### src/rtl/instr_fetch.sv
`default_nettype none
// ============================================================================
// Module   : instr_fetch
// Purpose  : Instruction fetch stage. Drives a word-aligned byte address to a
//            combinational instruction ROM from an internal program counter,
//            captures {pc, instruction} into a 2-entry FIFO and presents the
//            head to decode over a valid/ready handshake. Handles branch/jump
//            redirects and halts on misaligned or out-of-range fetch targets.
// Ports    : clk, rst            - clock, asynchronous active-high reset
//            rom_addr / rom_data - ROM byte address out, instruction word in
//            redirect_valid/_pc  - taken branch/jump and its target
//            out_valid/_ready    - decode handshake
//            out_instr / out_pc  - instruction at buffer head and its address
//            fault / fault_code  - HALT indicator, 01 misaligned, 10 range
// Revision : 1.0 - initial release
// ============================================================================
module instr_fetch #(
    parameter int               WIDTH     = 32,
    parameter int               ROM_DEPTH = 32,
    parameter logic [WIDTH-1:0] RESET_PC  = '0
) (
    input  logic             clk,
    input  logic             rst,
    output logic [WIDTH-1:0] rom_addr,
    input  logic [WIDTH-1:0] rom_data,
    input  logic             redirect_valid,
    input  logic [WIDTH-1:0] redirect_pc,
    output logic             out_valid,
    input  logic             out_ready,
    output logic [WIDTH-1:0] out_instr,
    output logic [WIDTH-1:0] out_pc,
    output logic             fault,
    output logic [1:0]       fault_code
);

    // First byte address past the end of the ROM.
    localparam logic [WIDTH-1:0] c_rom_bytes   = WIDTH'(ROM_DEPTH * 4);
    localparam logic [WIDTH-1:0] c_pc_step     = WIDTH'(4);
    localparam logic [1:0]       c_fc_none     = 2'b00;
    localparam logic [1:0]       c_fc_misalign = 2'b01;
    localparam logic [1:0]       c_fc_range    = 2'b10;

    typedef enum logic [0:0] {
        ST_RUN  = 1'b0,
        ST_HALT = 1'b1
    } state_t;

    state_t           r_state_q, w_state_d;
    logic [WIDTH-1:0] r_pc_q, w_pc_d;
    logic [1:0]       r_count_q, w_count_d;
    logic [1:0]       r_fc_q, w_fc_d;
    logic [WIDTH-1:0] r_head_pc_q, w_head_pc_d;
    logic [WIDTH-1:0] r_head_instr_q, w_head_instr_d;
    logic [WIDTH-1:0] r_tail_pc_q, w_tail_pc_d;
    logic [WIDTH-1:0] r_tail_instr_q, w_tail_instr_d;

    logic             w_pop;
    logic             w_push;
    logic [WIDTH-1:0] w_pc_inc;

    assign w_pop    = (r_count_q != 2'd0) && out_ready;
    assign w_pc_inc = r_pc_q + c_pc_step;

    always_comb begin
        w_state_d      = r_state_q;
        w_pc_d         = r_pc_q;
        w_count_d      = r_count_q;
        w_fc_d         = r_fc_q;
        w_head_pc_d    = r_head_pc_q;
        w_head_instr_d = r_head_instr_q;
        w_tail_pc_d    = r_tail_pc_q;
        w_tail_instr_d = r_tail_instr_q;
        w_push         = 1'b0;

        if (redirect_valid) begin
            // Flush: a same-cycle pop still completes for decode, but every
            // buffered entry is now on the wrong path.
            w_count_d = 2'd0;
            if (redirect_pc[1:0] != 2'b00) begin
                w_state_d = ST_HALT;
                w_fc_d    = c_fc_misalign;
            end else if (redirect_pc >= c_rom_bytes) begin
                w_state_d = ST_HALT;
                w_fc_d    = c_fc_range;
            end else begin
                w_pc_d    = redirect_pc;
                w_state_d = ST_RUN;
                w_fc_d    = c_fc_none;
            end
        end else begin
            w_push = (r_state_q == ST_RUN) && ((r_count_q < 2'd2) || w_pop);

            if (w_push) begin
                // The last ROM word is fetched normally; the pc then parks on
                // it rather than stepping past the end.
                if (w_pc_inc == c_rom_bytes) begin
                    w_state_d = ST_HALT;
                    w_fc_d    = c_fc_range;
                end else begin
                    w_pc_d = w_pc_inc;
                end
            end

            unique case ({w_push, w_pop})
                2'b11: begin
                    if (r_count_q == 2'd2) begin
                        w_head_pc_d    = r_tail_pc_q;
                        w_head_instr_d = r_tail_instr_q;
                        w_tail_pc_d    = r_pc_q;
                        w_tail_instr_d = rom_data;
                    end else begin
                        w_head_pc_d    = r_pc_q;
                        w_head_instr_d = rom_data;
                    end
                end
                2'b10: begin
                    if (r_count_q == 2'd0) begin
                        w_head_pc_d    = r_pc_q;
                        w_head_instr_d = rom_data;
                    end else begin
                        w_tail_pc_d    = r_pc_q;
                        w_tail_instr_d = rom_data;
                    end
                    w_count_d = r_count_q + 2'd1;
                end
                2'b01: begin
                    w_head_pc_d    = r_tail_pc_q;
                    w_head_instr_d = r_tail_instr_q;
                    w_count_d      = r_count_q - 2'd1;
                end
                default: begin
                end
            endcase
        end
    end

    always_ff @(posedge clk or posedge rst) begin
        if (rst) begin
            r_state_q      <= ST_RUN;
            r_pc_q         <= RESET_PC;
            r_count_q      <= 2'd0;
            r_fc_q         <= c_fc_none;
            r_head_pc_q    <= '0;
            r_head_instr_q <= '0;
            r_tail_pc_q    <= '0;
            r_tail_instr_q <= '0;
        end else begin
            r_state_q      <= w_state_d;
            r_pc_q         <= w_pc_d;
            r_count_q      <= w_count_d;
            r_fc_q         <= w_fc_d;
            r_head_pc_q    <= w_head_pc_d;
            r_head_instr_q <= w_head_instr_d;
            r_tail_pc_q    <= w_tail_pc_d;
            r_tail_instr_q <= w_tail_instr_d;
        end
    end

    assign rom_addr   = r_pc_q;
    assign out_valid  = (r_count_q != 2'd0);
    assign out_instr  = r_head_instr_q;
    assign out_pc     = r_head_pc_q;
    assign fault      = (r_state_q == ST_HALT);
    assign fault_code = r_fc_q;

endmodule
`default_nettype wire
### config.mk
export PLATFORM = sky130hd
export DESIGN_NAME = instr_fetch
export DESIGN_NICKNAME = d
export VERILOG_FILES = /design/src/rtl/instr_fetch.sv
export SDC_FILE = /design/constraint.sdc
export NUM_CORES = 1
export LEC_CHECK = 0
export CAP_MARGIN = 20
export CORE_MARGIN = 3
export CORE_UTILIZATION = 35
export CTS_CLUSTER_SIZE = 20
export DETAILED_ROUTE_END_ITERATION = 8
export SLEW_MARGIN = 15
export SYNTH_ARGS = -nofsm -noshare
export SYNTH_HDL_FRONTEND = slang
export SYNTH_SLANG_ARGS = --single-unit
### constraint.sdc
create_clock -name clk -period 17.4 [get_ports clk]
set_clock_uncertainty 0.05 [all_clocks]
set_input_delay 5.22 -clock clk [delete_from_list [all_inputs] [get_ports clk]]
set_output_delay 5.22 -clock clk [all_outputs]
set_load 0.02 [all_outputs]
==> parameters.txt, run 1 <==
Parameter                              Value

Status
  Outcome ... complete, no violations

STA
  Worst relative slew slack ... 0.389
  Maximum achievable frequency ... 126 MHz
  Number of pins exceeding their max-slew limit in the final report ... 0
  Setup repair after global routing missed its margin ... no
  Period utilization ... 0.457
  Transition time at the pin with the least slew margin ... 916 ps
  Number of hold-slack violations in the final timing report ... 0
  Final worst hold slack ... 425 ps
  Total Neg Setup Slack ... 0 ps
  Endpoints failing setup ... 0
  Post-layout worst setup margin ... 9450 ps
  Final period demand of the worst path ... 7950 ps

Logic synthesis
  Post-synth EDFFs ... 0
  Post-synthesis cell type with the largest combined area ... dfrtp_1
  Mean Syn Cell Area ... 9.66 um^2
  Register bit count reported by yosys ... 165
  Synth Net Count ... 988
  Count of warnings emitted by yosys ... 0
  Instance count of the mapped netlist ... 915
  Area share of the largest cell type after synthesis ... 0.467
  Fraction of registers with async set/reset ... 1.00
  Synth top area cells ... dfrtp_1, mux2_2, nand2_1
  Most instantiated flip-flop cell in the synthesis netlist ... dfrtp_1
  Area of the mapped netlist ... 0.00884 mm^2
  Leading post-synthesis cells by instance count ... dfrtp_1, nand2_1, clkbuf_1
  Register area share after synthesis ... 0.467
  Most repeated cell in the gate-level netlist after synthesis ... dfrtp_1
  Count of different cell masters after synthesis ... 58

Global route
  Number of global-route vias before repair ... 7561
  Global-route wire length before repair ... 42.7 mm
  Number of antenna violations at the first check in global routing ... 0
  Remaining Overflow, GRT ... 0
  Largest net degree at the start of global routing ... 103
  Aggregate global-route resource usage ... 0.198

Clocking
  Clock slew at reported path FFs ... 70 ps
  Cells resized by post-CTS repair ... 0
  Worst skew pair latency ... 420 ps
  Buffers from clock root to sink, at most ... 2
  Max H-tree Level ... 4
  Clk sink count ... 165
  Root Driver ... clkbuf_16
  Buffers inserted by post-CTS timing repair ... 0
  Total clock buffers created by CTS ... 17
  Clock tree from TritonCTS ... yes
  Number of hold buffers added after CTS ... 0

Finish
  Number of inserted filler cells in the final layout ... 2349
  Post-route insts no fill ... 1362
  Cell area after layout ... 0.0112 mm^2
  Share of layout cells above drive strength 1 ... 0.129
  Register cell area after layout ... 0.00413 mm^2
  Signed area change from the synthesized netlist to the final layout ... 27.2%
  Nets@finish ... 1098
  Final core area utilization ... 0.458
  Multi-input gate area in the final layout ... 0.00431 mm^2
  Number of antenna diodes ... 0

Route
  Number of vias after detailed routing ... 7742
  Number of design rule violations left after detail routing ... 0
  Number of vias per cell after detailed routing ... 5.68
  1st-iter DRT viols ... 816
  Total wire length ... 26.4 mm
  Detailed-routing iteration count for the pre-antenna-repair pass ... 6
  Number of routed nets with antenna violations ... 0
  Detail-routed net length per standard cell ... 19.4 um

Power and ir drop
  Power Dens Cells ... 123 mW/mm^2
  Power dissipated by switching net loads ... 0.493 mW
  Relative contribution of sequential cells to total power ... 0.391
  Proportion of total power due to net switching ... 0.356
  Combinational cell fraction of total power ... 0.346
  Proportion of power drawn by the clock network ... 0.264
  Max IR drop VDD ... 0.0680 mV
  Cell internal power dissipation ... 0.893 mW
  Leakage power ... 4.87 nW
  Final total power ... 1.39 mW

Worst setup path
  Startpoint of the most critical setup path ... redirect_valid
  Type of destination of the critical path ... flip-flop
  Worst endpoint data arrival time ... 8210 ps
  Class of the most critical setup path ... input port to flip-flop
  Number of cells traversed by the worst register-to-register path ... 9
  Flop-to-flop setup slack ... 13540 ps
  Kind of start point of the critical path ... input port
  Required time of the critical path ... 17660 ps
  Critical Path Sink ... rom_addr[18]$_DFFE_PP0P_
  Endpoint of the most critical register-to-register path ... fault_code[1]$_DFFE_PP0P_
  CP Max Fanout ... 44
  Startpoint of the most critical register-to-register path ... rom_addr[2]$_DFFE_PP0P_

Floorplanning
  Width of the die ... 165 um
  Effective utilization at floorplan ... 0.360
  Standard cell core area ... 0.0245 mm^2
  Die Footprint ... 0.0272 mm^2
  Die extent in y ... 165 um
  Total number of placement rows ... 57
  I/O Pins ... 168

Place
  HPWL after DPL ... 17.4 mm
  Dpl cells ... 1330
  Setup Slack @ Placement ... 9060 ps
  Post-placement cell area ... 0.0107 mm^2
  Placer's final routability congestion estimate ... 0.866
  # port buffers ... 167

Hold path
  Tightest Hold Check Type ... flip-flop to flip-flop

Run
  Max Cap Violations ... 0
-- metal layers --
layer	vias to the layer above	GRT usage	routed length, um
met1	3839	0.289	12500
met5	-	0	0
li1	3614	-	-
met4	0	0.0484	329
met3	28	0.0346	1520
met2	261	0.306	12100
-- critical path, stage by stage --
cell and delay (ps):
clkdlybuf4s50_1 450, buf_4 390, inv_1 120, nor2_1 180
nand4_1 150, nor4_1 250, buf_4 200, or2_2 490
and2_4 360, mux2_2 350
-- power by group through the flow --
stage / Sequential, mW / Combinational [mW] / Clock, mW
global route: 0.555 / 0.522 / 0.392
CTS: 0.542 / 0.485 / 0.375
floorplan: 0.617 / 0.179 / 0
finish: 0.541 / 0.479 / 0.365
global placement: 0.547 / 0.481 / 0
detailed placement: 0.549 / 0.484 / 0
-- cells in the final DEF, fill, tap and decap left out, types with 3 or more instances in the layout --
master and count:
clkdlybuf4s50_1 167, dfrtp_1 165, nand2_1 142, mux2_2 70, o21ai_0 48, a21o_1 41, nor2_1 40, a221oi_1 40
a311oi_1 39, a21oi_1 38, a22oi_1 27, nor4_1 19, clkbuf_16 17, nand4_1 16, inv_1 15, buf_4 13
nand3_1 12, mux2i_1 11, or3_1 9, nor3_1 9, o22ai_1 8, xnor2_1 8, or2_2 6, o31ai_1 5
a31oi_1 5, o21a_1 4, inv_6 4, clkinvlp_4 4, or4_1 3, xor2_1 3, nand2b_1 3, nor3b_1 3
ha_1 3
-- how the worst min path moves through the flow --
stage / slack (ps) / startpoint / end / cells after the start
floorplan: 430 / r_tail_pc_q[27]$_DFFE_PP0P_ / r_tail_pc_q[27]$_DFFE_PP0P_ / 1
global placement: 410 / out_pc[0]$_DFFE_PP0P_ / out_pc[0]$_DFFE_PP0P_ / 2
detailed placement: 410 / out_pc[5]$_DFFE_PP0P_ / out_pc[5]$_DFFE_PP0P_ / 1
CTS: 430 / out_pc[5]$_DFFE_PP0P_ / out_pc[5]$_DFFE_PP0P_ / 1
global route: 450 / out_instr[0]$_DFFE_PP0P_ / out_instr[0]$_DFFE_PP0P_ / 2
finish: 420 / out_pc[5]$_DFFE_PP0P_ / out_pc[5]$_DFFE_PP0P_ / 1
-- kinds of logic (layout without fill, tap and decap cells) --
logic type               Yosys count  count (layout)  share of synthesized area
XOR/XNOR                          11              11                     0.0109
adder cells (fa/ha/maj)            5               5                    0.00708
flip-flops                       165             165                      0.467
AO/OA/AOI/OAI                    270             270                      0.215
buffers and inverters            105             228                     0.0481
multiplexers                      81              81                      0.102
AND/OR/NAND/NOR                  278             278                      0.150
-- final cells by class --
type                       instances  area share
inverter                          16     0.00579
tap                              324      0.0361
clock buffer                      19      0.0385
sequential                       165       0.367
multi-input combinational        645       0.384
clock inverter                    13      0.0111
timing repair buffer             180       0.157
-- registers in the layout, summed over array words and instances, names as in the netlist --
| register | count |
|---|---|
| r_count_q | 2 |
| r_tail_pc_q | 32 |
| out_instr | 32 |
| fault | 1 |
| fault_code | 2 |
| out_pc | 32 |
| rom_addr | 32 |
| r_tail_instr_q | 32 |
Power figures use the tool's default switching activity.
==> run 2, diff against run 1 <==
==> constraint.sdc (replaced) <==
create_clock -name clk -period 7.3 [get_ports clk]
set_clock_uncertainty 0.05 [all_clocks]
set_input_delay 2.19 -clock clk [delete_from_list [all_inputs] [get_ports clk]]
set_output_delay 2.19 -clock clk [all_outputs]
set_load 0.02 [all_outputs]
==> parameters.txt, run 2 (synthesized netlist as in run 1, its figures left out) <==
Parameter                              Value

STA
  Setup repair after global routing missed its margin ... no
  Post-layout worst setup margin ... 2540 ps (-6910 ps)
  Number of hold-slack violations in the final timing report ... 0 (unchanged)
  Final worst hold slack ... 426 ps (+1.53 ps)
  Transition time at the pin with the least slew margin ... 949 ps (+33.0 ps)
  Final period demand of the worst path ... 4760 ps
  Total Neg Setup Slack ... 0 ps (unchanged)
  Worst relative slew slack ... 0.361 (-0.0278)
  Number of pins exceeding their max-slew limit in the final report ... 0 (unchanged)
  Endpoints failing setup ... 0 (unchanged)
  Maximum achievable frequency ... 210 MHz
  Period utilization ... 0.652

Worst setup path
  Type of destination of the critical path ... flip-flop
  Kind of start point of the critical path ... input port
  CP Max Fanout ... 29 (-34%)
  Required time of the critical path ... 7570 ps (-10090 ps)
  Class of the most critical setup path ... input port to flip-flop
  Worst endpoint data arrival time ... 5020 ps (-3190 ps)

Clocking
  Total clock buffers created by CTS ... 17 (unchanged)
  Clock slew at reported path FFs ... 70 ps (about the same)
  Worst skew pair latency ... 420 ps (about the same)
  Number of hold buffers added after CTS ... 0 (unchanged)
  Root Driver ... clkbuf_16
  Max H-tree Level ... 4 (unchanged)
  Clk sink count ... 165 (unchanged)
  Cells resized by post-CTS repair ... 0 (unchanged)
  Buffers from clock root to sink, at most ... 2 (unchanged)
  Buffers inserted by post-CTS timing repair ... 0 (unchanged)
  Clock tree from TritonCTS ... yes

Finish
  Most used cells in the layout excluding fill and tap cells ... clkdlybuf4s50_1, dfrtp_1, nand2_1
  Nets@finish ... 1100 (+0.18%)
  Final core area utilization ... 0.461 (+0.00311)
  Number of antenna diodes ... 0 (unchanged)
  Signed area change from the synthesized netlist to the final layout ... 28.0%
  Number of inserted filler cells in the final layout ... 2335 (-0.60%)
  Share of layout cells above drive strength 1 ... 0.133 (+0.00360)
  Commonest non-fill, non-tap cell in the layout ... clkdlybuf4s50_1

Power and ir drop
  Leakage power ... 4.92 nW (+1.0%)
  Max IR drop VDD ... 0.138 mV (+100%)
  Power Dens Cells ... 300 mW/mm^2 (+140%)
  Final total power ... 3.39 mW (+140%)

Route
  Detail-routed net length per standard cell ... 19.8 um (+2.3%)
  Number of vias per cell after detailed routing ... 5.78 (+1.7%)
  Number of routed nets with antenna violations ... 0 (unchanged)
  Number of vias after detailed routing ... 7884 (+1.8%)
  Number of design rule violations left after detail routing ... 0 (unchanged)
  Detailed-routing iteration count for the pre-antenna-repair pass ... 5 (-1)
  1st-iter DRT viols ... 696 (-15%)
  Total wire length ... 27.0 mm (+2.5%)

Global route
  Largest net degree at the start of global routing ... 97 (-5.8%)
  Global-route wire length before repair ... 42.9 mm (+0.66%)
  Aggregate global-route resource usage ... 0.201 (+0.00237)
  Number of global-route vias before repair ... 7621 (+0.79%)
  Number of antenna violations at the first check in global routing ... 0 (unchanged)
  Remaining Overflow, GRT ... 0 (unchanged)

Place
  HPWL after DPL ... 17.8 mm (+2.4%)
  # port buffers ... 167 (unchanged)
  Placer's final routability congestion estimate ... 0.916 (+5.8%)
  Setup Slack @ Placement ... 2200 ps (-6860 ps)

Floorplanning
  Die extent in y ... 165 um (unchanged)
  Effective utilization at floorplan ... 0.360 (unchanged)
  Width of the die ... 165 um (unchanged)
  Die Footprint ... 0.0272 mm^2 (unchanged)
  I/O Pins ... 168 (unchanged)
  Total number of placement rows ... 57 (unchanged)
  Standard cell core area ... 0.0245 mm^2 (unchanged)

Status
  Outcome ... complete, no violations

Run
  Max Cap Violations ... 0 (unchanged)

Hold path
  Tightest Hold Check Type ... flip-flop to flip-flop
==> run 2: cell count changes in the layout (fill, tap and decap cells not counted), sizes merged <==
cell      delta
clkbuf       -2
bufinv       +2
clkinv       +1
clkinvlp     -3
buf          +2
inv          +2
==> run 2: path summary, 6_finish.rpt <==
kind | cells past startpoint | start | slack (ps) | to
min in group asynchronous | 2 | rst | 2300 | out_instr[1]$_DFFE_PP0P_
hold / removal | 1 | out_pc[11]$_DFFE_PP0P_ | 430 | out_pc[11]$_DFFE_PP0P_
setup reg to reg | 8 | rom_addr[7]$_DFFE_PP0P_ | 3420 | rom_addr[2]$_DFFE_PP0P_
setup / recovery | 8 | redirect_pc[29] | 2540 | rom_addr[2]$_DFFE_PP0P_
max in group asynchronous | 3 | rst | 3840 | r_tail_instr_q[28]$_DFFE_PP0P_
hold reg to reg | 1 | out_pc[11]$_DFFE_PP0P_ | 430 | out_pc[11]$_DFFE_PP0P_
==> run 2: per-stage QoR <==
stage               cell area [um^2]  instances
CTS                            11300       1364
global route                   11300       1364
finish                         11300       1364
floorplan                       8840        915
detailed placement             10700       1332
global placement               10700       1332
==> run 2: per-layer routing <==
layer / vias to the layer above / wire, um / global-route usage
li1: 3619 / - / -
met1: 3921 / 12300 / 0.283
met2: 309 / 12400 / 0.313
met3: 35 / 1870 / 0.0376
met4: 0 / 537 / 0.0625
met5: - / 0 / 0
==> run 2: worst max-delay path: stages <==
cell	delay, ps
clkdlybuf4s50_1	420
nor4_1	410
nand4_1	240
nor4_1	310
buf_4	210
or2_2	500
and2_4	380
mux2_2	350
==> run 2: power by group <==
group          internal, mW  switching [mW]  total (mW)
combinational         0.537           0.611        1.15
sequential             1.12           0.176        1.29
clock                 0.549           0.403       0.953
==> run 2: layout make-up <==
class | count | area (um^2) | share of cell area
multi-input combinational | 645 | 4310 | 0.381
inverter | 16 | 65.1 | 0.00575
timing repair buffer | 182 | 1780 | 0.158
tap | 324 | 405 | 0.0358
clock inverter | 15 | 194 | 0.0171
sequential | 165 | 4130 | 0.365
clock buffer | 17 | 425 | 0.0376
==> run 3, diff against run 2 <==
==> constraint.sdc (replaced) <==
create_clock -name clk -period 3.85 [get_ports clk]
set_clock_uncertainty 0.05 [all_clocks]
set_input_delay 1.155 -clock clk [delete_from_list [all_inputs] [get_ports clk]]
set_output_delay 1.155 -clock clk [all_outputs]
set_load 0.02 [all_outputs]
==> parameters.txt, run 3 (synthesized netlist as in run 1, its figures left out) <==
Parameter                              Value

Status
  Outcome ... complete, no violations

Worst setup path
  Required time of the critical path ... 4110 ps (-3460 ps)
  Kind of start point of the critical path ... input port
  Max incr delay on CP ... 530 ps (+30 ps)
  Cell breakdown of the critical path ... clkdlybuf4s50_1 > inv_1 > nor2_1 > nand4_1 > nor4_1 > and4bb_2 > nand3b_4 > and2_4 > mux2_2
  Worst path slowest cell ... clkdlybuf4s50_1
  Worst endpoint data arrival time ... 3740 ps (-1280 ps)
  Class of the most critical setup path ... input port to flip-flop
  Type of destination of the critical path ... flip-flop
  CP Max Fanout ... 7 (-76%)

Clocking
  Total clock buffers created by CTS ... 17 (unchanged)
  Clock tree from TritonCTS ... yes
  Max H-tree Level ... 4 (unchanged)
  Buffers from clock root to sink, at most ... 2 (unchanged)
  Number of hold buffers added after CTS ... 0 (unchanged)
  Cells resized by post-CTS repair ... 0 (unchanged)
  Clock slew at reported path FFs ... 70 ps (about the same)
  Clk sink count ... 165 (unchanged)
  Root Driver ... clkbuf_16
  Buffers inserted by post-CTS timing repair ... 0 (unchanged)
  Worst skew pair latency ... 420 ps (about the same)

Finish
  Commonest non-fill, non-tap cell in the layout ... clkdlybuf4s50_1
  Nets@finish ... 1135 (+3.2%)
  Post-route insts no fill ... 1399 (+2.6%)
  Share of layout cells above drive strength 1 ... 0.160 (+0.0273)
  Most used cells in the layout excluding fill and tap cells ... clkdlybuf4s50_1, dfrtp_1, nand2_1
  Signed area change from the synthesized netlist to the final layout ... 31.4%
  Number of antenna diodes ... 0 (unchanged)

Route
  Total wire length ... 27.2 mm (+0.64%)
  Number of design rule violations left after detail routing ... 0 (unchanged)
  1st-iter DRT viols ... 739 (+6.2%)
  Number of vias after detailed routing ... 7954 (+0.89%)
  Number of vias per cell after detailed routing ... 5.69 (-1.6%)
  Number of routed nets with antenna violations ... 0 (unchanged)
  Detailed-routing iteration count for the pre-antenna-repair pass ... 5 (unchanged)
  Detail-routed net length per standard cell ... 19.5 um (-1.9%)

STA
  Transition time at the pin with the least slew margin ... 779 ps (-171 ps)
  Period utilization ... 0.903
  Total Neg Setup Slack ... 0 ps (unchanged)
  Endpoints failing setup ... 0 (unchanged)
  Maximum achievable frequency ... 288 MHz
  Number of pins exceeding their max-slew limit in the final report ... 0 (unchanged)
  Worst relative slew slack ... 0.479 (+0.118)
  Final period demand of the worst path ... 3480 ps
  Setup repair after global routing missed its margin ... no
  Number of hold-slack violations in the final timing report ... 0 (unchanged)

Place
  HPWL after DPL ... 19.0 mm (+6.6%)
  Dpl cells ... 1367 (+2.6%)
  # port buffers ... 167 (unchanged)
  Placer's final routability congestion estimate ... 0.908 (-0.91%)

Hold path
  Tightest Hold Check Type ... flip-flop to flip-flop

Floorplanning
  Die extent in y ... 165 um (unchanged)
  Standard cell core area ... 0.0245 mm^2 (unchanged)
  Width of the die ... 165 um (unchanged)
  Total number of placement rows ... 57 (unchanged)
  Effective utilization at floorplan ... 0.360 (unchanged)
  Die Footprint ... 0.0272 mm^2 (unchanged)
  I/O Pins ... 168 (unchanged)

Power and ir drop
  Leakage power ... 5.09 nW (+3.4%)
  Max IR drop VDD ... 0.322 mV (+130%)
  Power Dens Cells ... 543 mW/mm^2 (+81%)

Global route
  Aggregate global-route resource usage ... 0.203 (+0.00244)
  Largest net degree at the start of global routing ... 67 (-31%)
  Global-route wire length before repair ... 43.4 mm (+1.1%)
  Number of global-route vias before repair ... 7686 (+0.85%)
  Number of antenna violations at the first check in global routing ... 0 (unchanged)
  Remaining Overflow, GRT ... 0 (unchanged)

Run
  Max Cap Violations ... 0 (unchanged)
run 3: cell count changes in the layout (fill, tap and decap cells not counted):
| cell | previous run | this run |
|---|---|---|
| clkbuf_1 | 0 | 1 |
| inv_6 | 4 | 3 |
| clkinvlp_4 | 1 | 2 |
| bufinv_16 | 3 | 0 |
| buf_4 | 15 | 42 |
| buf_12 | 0 | 8 |
| clkinv_2 | 2 | 3 |
| clkinv_4 | 3 | 4 |
| clkbuf_8 | 0 | 2 |
| inv_8 | 3 | 1 |
run 3: stage by stage:
| stage | hold WS [ps] | cell area (um^2) | power, mW | utilization | setup slack, ps |
|---|---|---|---|---|---|
| after floorplan | 431 | 8840 | 3.59 | - | 368 |
| after global placement | 411 | 11100 | 4.73 | 0.451 | 80.4 |
| after detailed placement | 416 | 11100 | 4.75 | 0.451 | -5.55 |
| after CTS | 432 | 11600 | 6.38 | 0.473 | 445 |
| after global routing | 436 | 11600 | 6.67 | 0.473 | 277 |
| final | 428 | 11600 | 6.31 | 0.473 | 374 |
run 3: cell type report:
type / instances / area, um^2
clock buffers: 20 / 457
well taps: 324 / 405
clock inverters: 12 / 95.1
repair buffers: 217 / 2150
multi-input cells: 645 / 4310
flip-flops and latches: 165 / 4130
fillers: 2338 / 12900
inverters: 16 / 63.8
run 3: worst paths after layout:
check,to,from,cells past startpoint,slack (ps)
hold reg to reg,out_pc[11]$_DFFE_PP0P_,out_pc[11]$_DFFE_PP0P_,1,430
min in group asynchronous,out_instr[31]$_DFFE_PP0P_,rst,2,980
setup reg to reg,fault_code[1]$_DFFE_PP0P_,rom_addr[10]$_DFFE_PP0P_,8,500
setup / recovery,rom_addr[18]$_DFFE_PP0P_,redirect_valid,9,370
max in group asynchronous,rom_addr[24]$_DFFE_PP0P_,rst,3,2160
hold / removal,out_pc[11]$_DFFE_PP0P_,out_pc[11]$_DFFE_PP0P_,1,430
run 3: report_power, final:
part	leakage (nW)	switching (mW)	internal, mW
combinational	2.68	1.20	1.08
sequential	2.14	0.303	2.12
clock	0.273	0.738	0.871
run 3: worst max-delay path: cells and delay by family:
family                 cells  cell delay, ps
and+or+nand+nor            6            1630
buffers and inverters      2             610
muxes                      1             340
run 3: routing by layer:
| layer | routed length (um) | track usage | vias to the layer above |
|---|---|---|---|
| met4 | 605 | 0.0602 | 0 |
| met5 | 0 | 0 | - |
| met1 | 12300 | 0.297 | 3906 |
| met2 | 12300 | 0.304 | 320 |
| li1 | - | - | 3691 |
| met3 | 1940 | 0.0394 | 37 |
==> variant 1, RTL diff (flow settings as in run 1) <==
The parameter `WIDTH` goes from 32 to 24.
--- a/src/rtl/instr_fetch.sv
+++ b/src/rtl/instr_fetch.sv
@@ -17,3 +17,3 @@
 module instr_fetch #(
-    parameter int               WIDTH     = 32,
+    parameter int               WIDTH     = 24,
     parameter int               ROM_DEPTH = 32,
Ports: changed (5 resized); port bits go from 168 to 128. No check against the original RTL was run, so the function may have changed too.
==> variant 1 against run 1 <==
Power down 30%; sequential cell count decreased by 40; sequential power down 32%; cell area shrank 23%; final cell count fell by 24%; fmax fell by 1.4%; routed wire length is 23% lower; clock power shrank 9.3%; area after synthesis fell by 23%; worst setup slack got worse by 0.11 ns; critical path type unchanged.
==> variant 1: results (changes against run 1) <==
[status]
status = complete, no violations  ; unchanged

[logic_synthesis]
muxShareOfSynthArea_pct = 9.432  ; was 10.16%
seq_area_frac_synth_pct = 45.79  ; was 46.72%
synthXorXnorAreaFrac_pct = 1.026  ; was 1.090%
synth_compound_gate_area_share_pct = 22.25  ; was 21.55%
synthAdderAreaFrac_pct = 0.9158  ; was 0.7078%
ys_top_cells_by_count = dfrtp_1, nand2_1, mux2_2  ; was dfrtp_1, nand2_1, clkbuf_1
synth_cell_types = 73  ; was 58

[finish]
final_nets = 824  ; was 1098
fill_cells = 1798  ; was 2349
drive_above_1_share_pct = 14.52  ; was 12.91%

[worst_hold_path]
worstHoldEndpoint = out_instr[18]  ; was out_pc[5]

[cts]
clk_pin_slew_ns = 0.05  ; was 0.07 ns

[worst_setup_path]
endpoint = out_instr[23]  ; was rom_addr[18]
cp_data_arrival_time_ns = 8.32  ; was 8.21 ns
cpMaxStageDelayCell = ha_2  ; was or2_2
cp_top_family = buffers and inverters  ; was simple AND/OR/NAND/NOR gates
crit_start = out_ready  ; was redirect_valid
reg2reg_from = rom_addr[5]  ; was rom_addr[2]
critPathMaxStageDelay_ns = 0.65  ; was 0.49 ns
rr_endpoint = rom_addr[11]  ; was fault_code[1]
path_max_fanout = 96  ; was 44

[drt]
drtIter0Drc = 529  ; was 816

[grt]
grt_max_degree = 97  ; was 103
grt_first_pass_wirelength_um = 32700  ; was 42660 um
grtUsageTotal_pct = 18.87  ; was 19.83%

[placement]
hpwl_um = 13670  ; was 17380 um
port_buffers = 127  ; was 167

[power_and_ir_drop]
power_leakage_nw = 3.691  ; was 4.874 nW

[variant 1: cell families after synthesis]
kind of cell | count (synthesis)
AOI/OAI and AO/OA | 207
and+or+nand+nor | 198
DFF | 125
buffers and inverters | 78
muxes | 58
xor gates and xnor gates | 8
adders and majority gates | 5
[variant 1: final cells by class]
class	instances	share of cell area [%]
flip-flops and latches	125	36.13
inverters	14	0.6358
multi-input cells	476	37.88
clock inverters	6	0.4046
clock buffers	24	5.910
repair buffers	133	15.29
well taps	260	3.757
[variant 1: stage by stage]
| step | setup slack, ns | std cells | utilization [%] | hold WS [ns] | total power [mW] |
|---|---|---|---|---|---|
| floorplan | 8.802 | 679 | - | 0.4311 | 0.5065 |
| global placement | 8.695 | 1007 | 42.70 | 0.4159 | 0.6326 |
| detailed placement | 8.539 | 1007 | 42.70 | 0.4154 | 0.6392 |
| CTS | 8.988 | 1037 | 45.58 | 0.4275 | 0.9695 |
| global route | 9.122 | 1038 | 45.68 | 0.4466 | 1.008 |
| finish | 9.340 | 1038 | 45.68 | 0.4256 | 0.9638 |
[variant 1: metal layers]
metal  wire, um  global-route usage (%)  vias to the layer above
li1           -                       -                     2725
met2       9337                   29.47                      240
met5          0                       0                        -
met4        366                   6.410                        0
met3       1186                   3.862                       35
met1       9379                   26.22                     2989
[variant 1: worst register-to-register path: stages (launching register included)]
cell	delay, ns
dfrtp_1	0.66
nand3_2	0.29
nor4_1	0.60
nand3_1	0.25
a2111oi_2	0.48
o2111ai_2	0.31
a21oi_2	0.64
o32ai_1	0.19
[variant 1: where the power goes]
part           internal [mW]  total (mW)  switching [mW]
Combinational          0.125       0.266           0.141
Clock                  0.202       0.331           0.129
Sequential             0.336       0.367          0.0305
==> variant 2, RTL diff (config.mk and constraints of run 1) <==
Without the edit above. Make the reset (`rst`) synchronous in one clocked block. Comments in the files are not updated.
--- a/src/rtl/instr_fetch.sv
+++ b/src/rtl/instr_fetch.sv
@@ -136,3 +136,3 @@
 
-    always_ff @(posedge clk or posedge rst) begin
+    always_ff @(posedge clk) begin
         if (rst) begin
Function: differs if rst is asserted again (counterexample within 4 cycles, from zero or initial values and one cycle with rst high); with rst held inactive, the same outputs for 4 cycles.
==> variant 2 against run 1 <==
Worst hold slack got worse by 0.021 ns; area after synthesis decreased by 6.8%; worst setup slack got worse by 0.23 ns; first-iteration DRC count decreased by 22%; die area decreased by 6.5%; routed wire length decreased by 1.9%; fmax decreased by 2.8%; sequential share of layout area decreased by 5.4 points; via count increased by 3.3%; sequential cell count unchanged; cell area decreased by 6.1%; critical path type unchanged.
Power is not compared: it rests on default switching activity, and its combinational part moved more than twofold at a synthesized area within 25%.
==> variant 2: results (changes against run 1) <==
[logic_synthesis]
synth-async-reset-ratio_pct = 0  ; was 100.0%
syn_nets = 1131  ; was 988
synth_cell_types = 57  ; was 58
seq_area_frac_synth_pct = 40.08  ; was 46.72%
synth_warnings = 0  ; unchanged
ys_top_cells_by_count = nand2_1, dfxtp_1, a21oi_1  ; was dfrtp_1, nand2_1, clkbuf_1
synth-main-ff-cell = dfxtp_1  ; was dfrtp_1
synth_area_leaders = dfxtp_1, nand2_1, a21oi_1  ; was dfrtp_1, mux2_2, nand2_1

[power_and_ir_drop]
power_leakage_nw = 3.558

[placement]
hpwl_um = 16770  ; was 17380 um
place_congestion = 0.8077  ; was 0.8655
post_dp_cell_area_um2 = 9945  ; was 10680 um^2

[grt]
grtUsageTotal_pct = 19.75  ; was 19.83%
grt_max_degree = 77  ; was 103
first_global_vias = 7289  ; was 7561
grt_first_pass_wirelength_um = 41370  ; was 42660 um

[cts]
cts_setup_buffers = 0  ; unchanged
h-tree-depth = 4  ; unchanged
cts_root_buf = clkbuf_16  ; unchanged
clk_latency_ns = 0.43

[worst_hold_path]
hold_start = r_tail_pc_q[13]  ; was out_pc[5]
hold_path_depth = 2  ; was 1
worstHoldEndpoint = r_tail_pc_q[13]  ; was out_pc[5]

[worst_setup_path]
regToRegSetupSlack_ns = 13.21  ; was 13.54 ns
path_max_fanout = 41  ; was 44
cp_data_arrival_time_ns = 8.47  ; was 8.21 ns
reg2regPathDepth = 10  ; was 9
rr_endpoint = rom_addr[18]  ; was fault_code[1]
reg2reg_from = rom_addr[2]  ; unchanged

[drt]
viasPerCell = 5.440  ; was 5.684
firstDrtPassIters = 5  ; was 6
wl_um = 25880  ; was 26390 um
drtIter0Drc = 638  ; was 816

[finish]
final_nets = 1217  ; was 1098
drive_above_1_share_pct = 7.952  ; was 12.91%
fill_cells = 2304  ; was 2349

[status]
status = complete, no violations  ; unchanged

[sta]
worst_slew_pin_slew_ns = 1.068  ; was 0.9163 ns

==> variant 2: cells by family (layout without fill, tap and decap cells) <==
| family | after synthesis | count (layout) | synth area share, % |
|---|---|---|---|
| buffers and inverters | 123 | 222 | 6.361 |
| xor gates and xnor gates | 13 | 13 | 1.382 |
| DFF | 165 | 165 | 40.08 |
| muxes | 27 | 27 | 3.613 |
| and+or+nand+nor | 429 | 429 | 23.90 |
| adders and majority gates | 5 | 5 | 0.7591 |
| AOI/OAI and AO/OA | 296 | 296 | 23.91 |
==> variant 2: power by group through the flow <==
stage                     Sequential, mW  Combinational (mW)  Clock [mW]
after global routing               0.425               0.208       0.417
after floorplan                    0.441              0.0994           0
after global placement             0.430               0.190           0
after detailed placement           0.431               0.192           0
after CTS                          0.422               0.193       0.403
final                              0.422               0.191       0.394
==> variant 2: metrics by stage <==
step	std cells	setup WS [ns]	hold slack (ns)
2_1_floorplan	1058	10.27	0.3861
3_5_place_dp	1438	8.808	0.3963
6_report	1470	9.226	0.4041
5_1_grt	1470	8.979	0.4243
4_1_cts	1470	9.243	0.4062
3_3_place_gp	1438	8.894	0.3911
==> variant 2: layout make-up <==
class / count / area [um^2] / share of cell area (%)
well taps: 313 / 391.6 / 3.710
clock buffers: 17 / 425.4 / 4.030
repair buffers: 183 / 1784 / 16.90
flip-flops and latches: 165 / 3303 / 31.29
clock inverters: 15 / 185.2 / 1.754
multi-input cells: 770 / 4439 / 42.06
inverters: 7 / 26.28 / 0.2489
==> variant 2: worst max-delay path by stage <==
stage                               to  slack, ns       from  cells after the start
floorplan                   out_pc[23]      10.27  out_ready                      9
global placement    r_tail_instr_q[21]       8.89  out_ready                      9
detailed placement     r_tail_pc_q[21]       8.81  out_ready                      9
CTS                    r_tail_pc_q[21]       9.24  out_ready                      9
global route           r_tail_pc_q[28]       8.98  out_ready                      9
finish                 r_tail_pc_q[21]       9.23  out_ready                      9
==> variant 2: worst max-delay path, stage by stage <==
cell and delay [ns]:
clkdlybuf4s50_1 0.49, inv_1 0.05, a21o_1 0.21, inv_1 0.14
ha_1 0.88, o211a_2 0.68, buf_4 0.53, nand2_1 0.10
a21oi_1 0.14
==> variant 2: layer usage <==
| metal | global-route usage, % | part of all wire [%] | vias up |
|---|---|---|---|
| met5 | 0 | 0 | - |
| met4 | 5.810 | 1.9 | 0 |
| met3 | 4.110 | 4.8 | 32 |
| met2 | 32.12 | 48 | 207 |
| met1 | 26.49 | 45 | 3800 |
| li1 | - | - | 3958 |
